<file path="src/rtl/msix_irq_scheduler.sv">
// MSI-X delivery sequencer: latches irq pulses into a pending array, round-robin
// arbitrates, fetches the table entry and runs the cfg_interrupt_msix handshake with bounded retry.
module msix_irq_scheduler #(
  parameter int C_NUM_IRQ_INPUTS    = 4,
  parameter int C_TABLE_ADDR_WIDTH  = 9,
  parameter int C_MSIX_TABLE_OFFSET = 0,
  parameter int C_MAX_RETRIES       = 3
) (
  input  logic                          clk,
  input  logic                          rst,
  input  logic [C_NUM_IRQ_INPUTS-1:0]   irq,
  input  logic                          msix_enable,
  input  logic                          msix_func_mask,
  output logic [C_TABLE_ADDR_WIDTH-1:0] tbl_raddr,
  input  logic [31:0]                   tbl_rdata,
  output logic                          cfg_interrupt_msix_int,
  output logic [63:0]                   cfg_interrupt_msix_address,
  output logic [31:0]                   cfg_interrupt_msix_data,
  input  logic                          cfg_interrupt_msix_sent,
  input  logic                          cfg_interrupt_msix_fail,
  output logic [C_NUM_IRQ_INPUTS-1:0]   pending,
  output logic                          busy,
  output logic                          drop
);

  // state | meaning
  // IDLE  | wait for an enabled, unmasked function with pending work; read ctrl word
  // CHK   | check vector mask bit; read addr_lo
  // LO    | capture addr_lo; read addr_hi
  // HI    | capture addr_hi; read data
  // DAT   | capture data
  // ISSUE | int pulse to core, pending bit cleared
  // WAIT  | hold message until sent/fail
  typedef enum logic [2:0] {S_IDLE, S_CHK, S_LO, S_HI, S_DAT, S_ISSUE, S_WAIT} state_t;

  localparam int N  = C_NUM_IRQ_INPUTS;
  localparam int AW = C_TABLE_ADDR_WIDTH;
  localparam int PW = (N > 1) ? $clog2(N) : 1;
  localparam int CW = $clog2(C_MAX_RETRIES + 1);

  state_t          state_q;
  logic [PW-1:0]   grant_q, rr_q, last_q;
  logic [CW-1:0]   fail_cnt_q;
  logic [N-1:0]    pending_q, pending_d, pend_set, pend_clr;
  logic            int_q, drop_q;
  logic [63:0]     addr_q;
  logic [31:0]     data_q;
  logic [PW-1:0]   grant_c;
  logic            found_c, ok_c, go_c, retry_c;
  int              idx_c;

  function automatic logic [AW-1:0] ent_addr(input logic [PW-1:0] v, input int off);
    return AW'(C_MSIX_TABLE_OFFSET + 16 * int'(v) + off);
  endfunction

  // first pending vector at or above rr_q, wrapping
  always_comb begin
    grant_c = '0;
    found_c = 1'b0;
    idx_c   = 0;
    for (int k = 0; k < N; k++) begin
      idx_c = int'(rr_q) + k;
      if (idx_c >= N) idx_c = idx_c - N;
      if (!found_c && pending_q[idx_c]) begin
        found_c = 1'b1;
        grant_c = PW'(idx_c);
      end
    end
  end

  assign ok_c    = msix_enable & ~msix_func_mask;
  assign go_c    = ok_c & found_c;
  assign retry_c = (int'(fail_cnt_q) + 1) < C_MAX_RETRIES;

  always_comb begin
    tbl_raddr = '0;
    case (state_q)
      S_IDLE:  if (go_c) tbl_raddr = ent_addr(grant_c, 12);
      S_CHK:   tbl_raddr = ent_addr(grant_q, 0);
      S_LO:    tbl_raddr = ent_addr(grant_q, 4);
      S_HI:    tbl_raddr = ent_addr(grant_q, 8);
      default: tbl_raddr = '0;
    endcase
  end

  // a new irq in the ISSUE cycle wins over the clear
  always_comb begin
    pend_set = irq;
    pend_clr = '0;
    if (state_q == S_ISSUE) pend_clr[grant_q] = 1'b1;
    if (state_q == S_WAIT && cfg_interrupt_msix_fail && !cfg_interrupt_msix_sent && retry_c)
      pend_set[grant_q] = 1'b1;
    pending_d = (pending_q & ~pend_clr) | pend_set;
  end

  always_ff @(posedge clk) begin
    if (rst) begin
      state_q    <= S_IDLE;
      grant_q    <= '0;
      rr_q       <= '0;
      last_q     <= '0;
      fail_cnt_q <= '0;
      pending_q  <= '0;
      int_q      <= 1'b0;
      drop_q     <= 1'b0;
      addr_q     <= '0;
      data_q     <= '0;
    end else begin
      pending_q <= pending_d;
      int_q     <= 1'b0;
      drop_q    <= 1'b0;
      case (state_q)
        S_IDLE: if (go_c) begin
          grant_q <= grant_c;
          rr_q    <= (int'(grant_c) == N - 1) ? '0 : grant_c + 1'b1;
          last_q  <= grant_c;
          if (grant_c != last_q) fail_cnt_q <= '0;
          state_q <= S_CHK;
        end
        S_CHK:   state_q <= (!ok_c || tbl_rdata[0]) ? S_IDLE : S_LO;
        S_LO: if (!ok_c) state_q <= S_IDLE;
          else begin
            addr_q[31:0] <= tbl_rdata;
            state_q      <= S_HI;
          end
        S_HI: if (!ok_c) state_q <= S_IDLE;
          else begin
            addr_q[63:32] <= tbl_rdata;
            state_q       <= S_DAT;
          end
        S_DAT: if (!ok_c) state_q <= S_IDLE;
          else begin
            data_q  <= tbl_rdata;
            int_q   <= 1'b1;
            state_q <= S_ISSUE;
          end
        S_ISSUE: state_q <= S_WAIT;
        S_WAIT: if (cfg_interrupt_msix_sent) begin
            fail_cnt_q <= '0;
            state_q    <= S_IDLE;
          end else if (cfg_interrupt_msix_fail) begin
            if (retry_c) fail_cnt_q <= fail_cnt_q + 1'b1;
            else begin
              drop_q     <= 1'b1;
              fail_cnt_q <= '0;
            end
            state_q <= S_IDLE;
          end
        default: state_q <= S_IDLE;
      endcase
    end
  end

  assign cfg_interrupt_msix_int     = int_q;
  assign cfg_interrupt_msix_address = addr_q;
  assign cfg_interrupt_msix_data    = data_q;
  assign pending                    = pending_q;
  assign busy                       = (state_q != S_IDLE);
  assign drop                       = drop_q;

endmodule

</file>
<file path="config.mk">
export PLATFORM = sky130hd
export DESIGN_NAME = msix_irq_scheduler
export DESIGN_NICKNAME = d
export VERILOG_FILES = /design/src/rtl/msix_irq_scheduler.sv
export SDC_FILE = /design/constraint.sdc
export NUM_CORES = 1
export LEC_CHECK = 0
export CELL_PAD_IN_SITES_DETAIL_PLACEMENT = 1
export CELL_PAD_IN_SITES_GLOBAL_PLACEMENT = 2
export CORE_MARGIN = 2
export CORE_UTILIZATION = 26
export CTS_CLUSTER_DIAMETER = 50
export DETAILED_ROUTE_END_ITERATION = 10
export PLACE_DENSITY = 0.87
export SLEW_MARGIN = 20
export SYNTH_ARGS = -nofsm -noshare
export SYNTH_HDL_FRONTEND = slang
export SYNTH_SLANG_ARGS = --single-unit
</file>
<file path="constraint.sdc">
create_clock -name clk -period 3.26 [get_ports clk]
set_input_delay 0.652 -clock clk [delete_from_list [all_inputs] [get_ports clk]]
set_output_delay 0.652 -clock clk [all_outputs]
set_load 0.03 [all_outputs]
</file>
==> impl_metrics.ini <==
[outcome]
status = completed

[setup_path]
path_class = in2out
crit_family = buffers and inverters
crit_start = msix_enable
end_kind = primary output
r2r_slack_ns = 1.31
path_depth = 6
cp_num_buf_inv = 2
endpoint = tbl_raddr[5]
cpPeakStageDelay_ns = 0.69
cp_cell_sequence = clkdlybuf4s50_1 > nand2b_4 > nor2_2 > nand3_1 > a21oi_1 > clkdlybuf4s50_1
crit_top_cell = clkdlybuf4s50_1
cp.arrival_ns = 2.48
critPathMaxFanout = 5
startpoint_type = primary input
r2r_end = pending[3]
critPathSlowestCell = clkdlybuf4s50_1
r2r-start = state_q[2]
ff2ff_path_depth = 6
required_ns = 2.61

[clock_tree]
cts_buffers = 9
ctsHoldBuffers = 0
cts-htree-levels = 3
post_cts_buffers = 0
clkTransAtPathRegs_ns = 0.07
clk_path_buf_depth = 2
ctsRootBufferMaster = clkbuf_16
insertion_delay_ns = 0.35
cts_sinks = 111
tritoncts = done

[die]
num_rows = 47
die_h_um = 133
start_util = 0.262
core_area_mm2 = 0.0164
io_pins = 154
die_w_um = 133
die-area_mm2 = 0.0176

[global_route]
overflow = 0
grt_pass1_wl_um = 23800
grt_start_max_net_pins = 58
grt_use_total = 0.170
grt_pass1_vias = 4472
antenna_found_initial = 0

[timing]
worstMarginPinSlew_ns = 0.642
min_period_ns = 3.13
drv_slew = 0
finalSetupTns_ns = 0
max-slew-margin-rel = 0.572
fin_skew_ns = 0.00543
fmax_ghz = 0.319
post-route-period-util = 0.961
setup_viol = 0
final_hold_viol_count = 0
rsz0062_at_grt = no

[yosys]
yosysMostFrequentCell = nand2_1
ys_seq_elements = 111
ys.flop_type = dfxtp_1
synth_top_area_share = 0.516
synth_cell_types = 46
synth_top_family_by_area = simple AND/OR/NAND/NOR gates
muxShareOfSynthArea = 0.00698
ys_warn_count = 0
synth_area_per_cell_um2 = 7.93
yosys.area_share.simple = 0.256
synth-edff-count = 0
synth_commonest_cells = 200 x nand2_1, 111 x a21oi_1, 111 x dfxtp_1
synth_area_leader_cell = dfxtp_1
ys_seq_area_frac = 0.516
async_reset_ff_frac = 0
syn-cell-area_mm2 = 0.00430
synth-xor-area-share = 0.00610
synthTopCellsByArea = dfxtp_1 52%, nand2_1 17%, a21oi_1 13%, buf_4 2.3%, buf_2 1.5%
synthCells = 543
synth_fa_ha_area_frac = 0.00291
synth-compound-area-share = 0.155

[final_layout]
design_area_mm2 = 0.00625
fin_nets = 716
layout-drive-gt1-share = 0.0605
diodes = 0
syn2layout_area_growth_pct = 45.2

[pwr]
power_mw = 2.71
ir_drop_uv = 230
p_leak_nw = 2.07
pwr_density_cell_mw_per_mm2 = 434

[placement]
port_buffers = 148
dpl-instance-area_mm2 = 0.00594
place_hpwl_um = 10300
place.gp.congestion = 0.798

[routing]
ant_nets = 0
finalWirelength_um = 14900
dr.pass1.iters = 4
vias = 4193
drt_iter0_drc = 166
drcViolationCount = 0
routed_via_density = 4.67
wl_per_cell_um = 16.6

[run]
drv_cap = 0

[worst_hold_path]
min_path_type = reg2reg
sequential cells by signal, summed over array words and instances, names as in the netlist:
register / flops
state_q: 3
cfg_interrupt_msix_int: 1
cfg_interrupt_msix_address: 64
cfg_interrupt_msix_data: 32
last_q: 2
pending: 4
rr_q: 2
drop: 1
fail_cnt_q: 2
per-stage QoR:
step                 util  setup WS [ns]  hold slack (ns)  cells
floorplan               -          0.786            0.470    547
global placement    0.362          0.159            0.442    882
detailed placement  0.362          0.124            0.450    882
CTS                 0.381          0.120            0.460    898
global route        0.381         0.0199            0.476    898
finish              0.381          0.128            0.458    898
placed cells by master, fill, tap and decap left out, drive strengths merged, types with 3 or more instances in the layout:
| cell type | n |
|---|---|
| dfxtp | 111 |
| nor2b | 4 |
| mux2i | 3 |
| nand4b | 3 |
| nand3 | 8 |
| clkbuf | 12 |
| buf | 11 |
| nor2 | 14 |
| nand2 | 201 |
| o21ai | 5 |
| a21oi | 111 |
| inv | 5 |
| conb | 5 |
| nor3 | 7 |
| clkdlybuf4s50 | 145 |
worst min path at each step:
stage,slack [ns],cells after the start,start,to
final,0.46,2,cfg_interrupt_msix_address[28],cfg_interrupt_msix_address[28]
after global routing,0.48,2,cfg_interrupt_msix_data[1],cfg_interrupt_msix_data[1]
after CTS,0.46,2,cfg_interrupt_msix_address[28],cfg_interrupt_msix_address[28]
after detailed placement,0.45,2,cfg_interrupt_msix_address[28],cfg_interrupt_msix_address[28]
after global placement,0.44,2,cfg_interrupt_msix_address[4],cfg_interrupt_msix_address[4]
after floorplan,0.47,2,fail_cnt_q[0],fail_cnt_q[1]
tightest hold or removal path: cells and delay by family (launching register included):
kind,cells,cell delay [ns]
and+or+nand+nor,1,0.05
DFF,1,0.31
AOI/OAI and AO/OA,1,0.05
metal layers:
metal	track usage	vias up	wire length, um
li1	-	2029	-
met1	0.197	2057	6630
met2	0.309	91	7420
met3	0.0345	16	570
met4	0.0615	0	310
met5	0	-	0
what timing repair did:
item	in CTS	in global routing
endpoints found under the hold margin	0	0
setup endpoints to repair	0	1
resized for setup	0	1
area by class of cell:
type	count	area (um2)
clock inverters	4	52.6
inverters	4	15.0
flip-flops and latches	111	2220
clock buffers	12	256
multi-input cells	390	1870
well taps	220	275
fillers	1928	10200
repair buffers	157	1560
report_power, final:
group / internal (mW) / leakage [nW] / switching, mW
Clock: 0.642 / 0.153 / 0.504
Sequential: 1.36 / 0.895 / 0.0166
Combinational: 0.0835 / 1.02 / 0.103
cells by family after synthesis:
kind of cell    count (synthesis)
simple gates                  253
flops                         111
fa+ha+maj                       1
other cells                     1
compound gates                125
mux                             3
buf+inv                        46
xor+xnor                        3
Note: power is estimated with default switching activity, not from simulation.
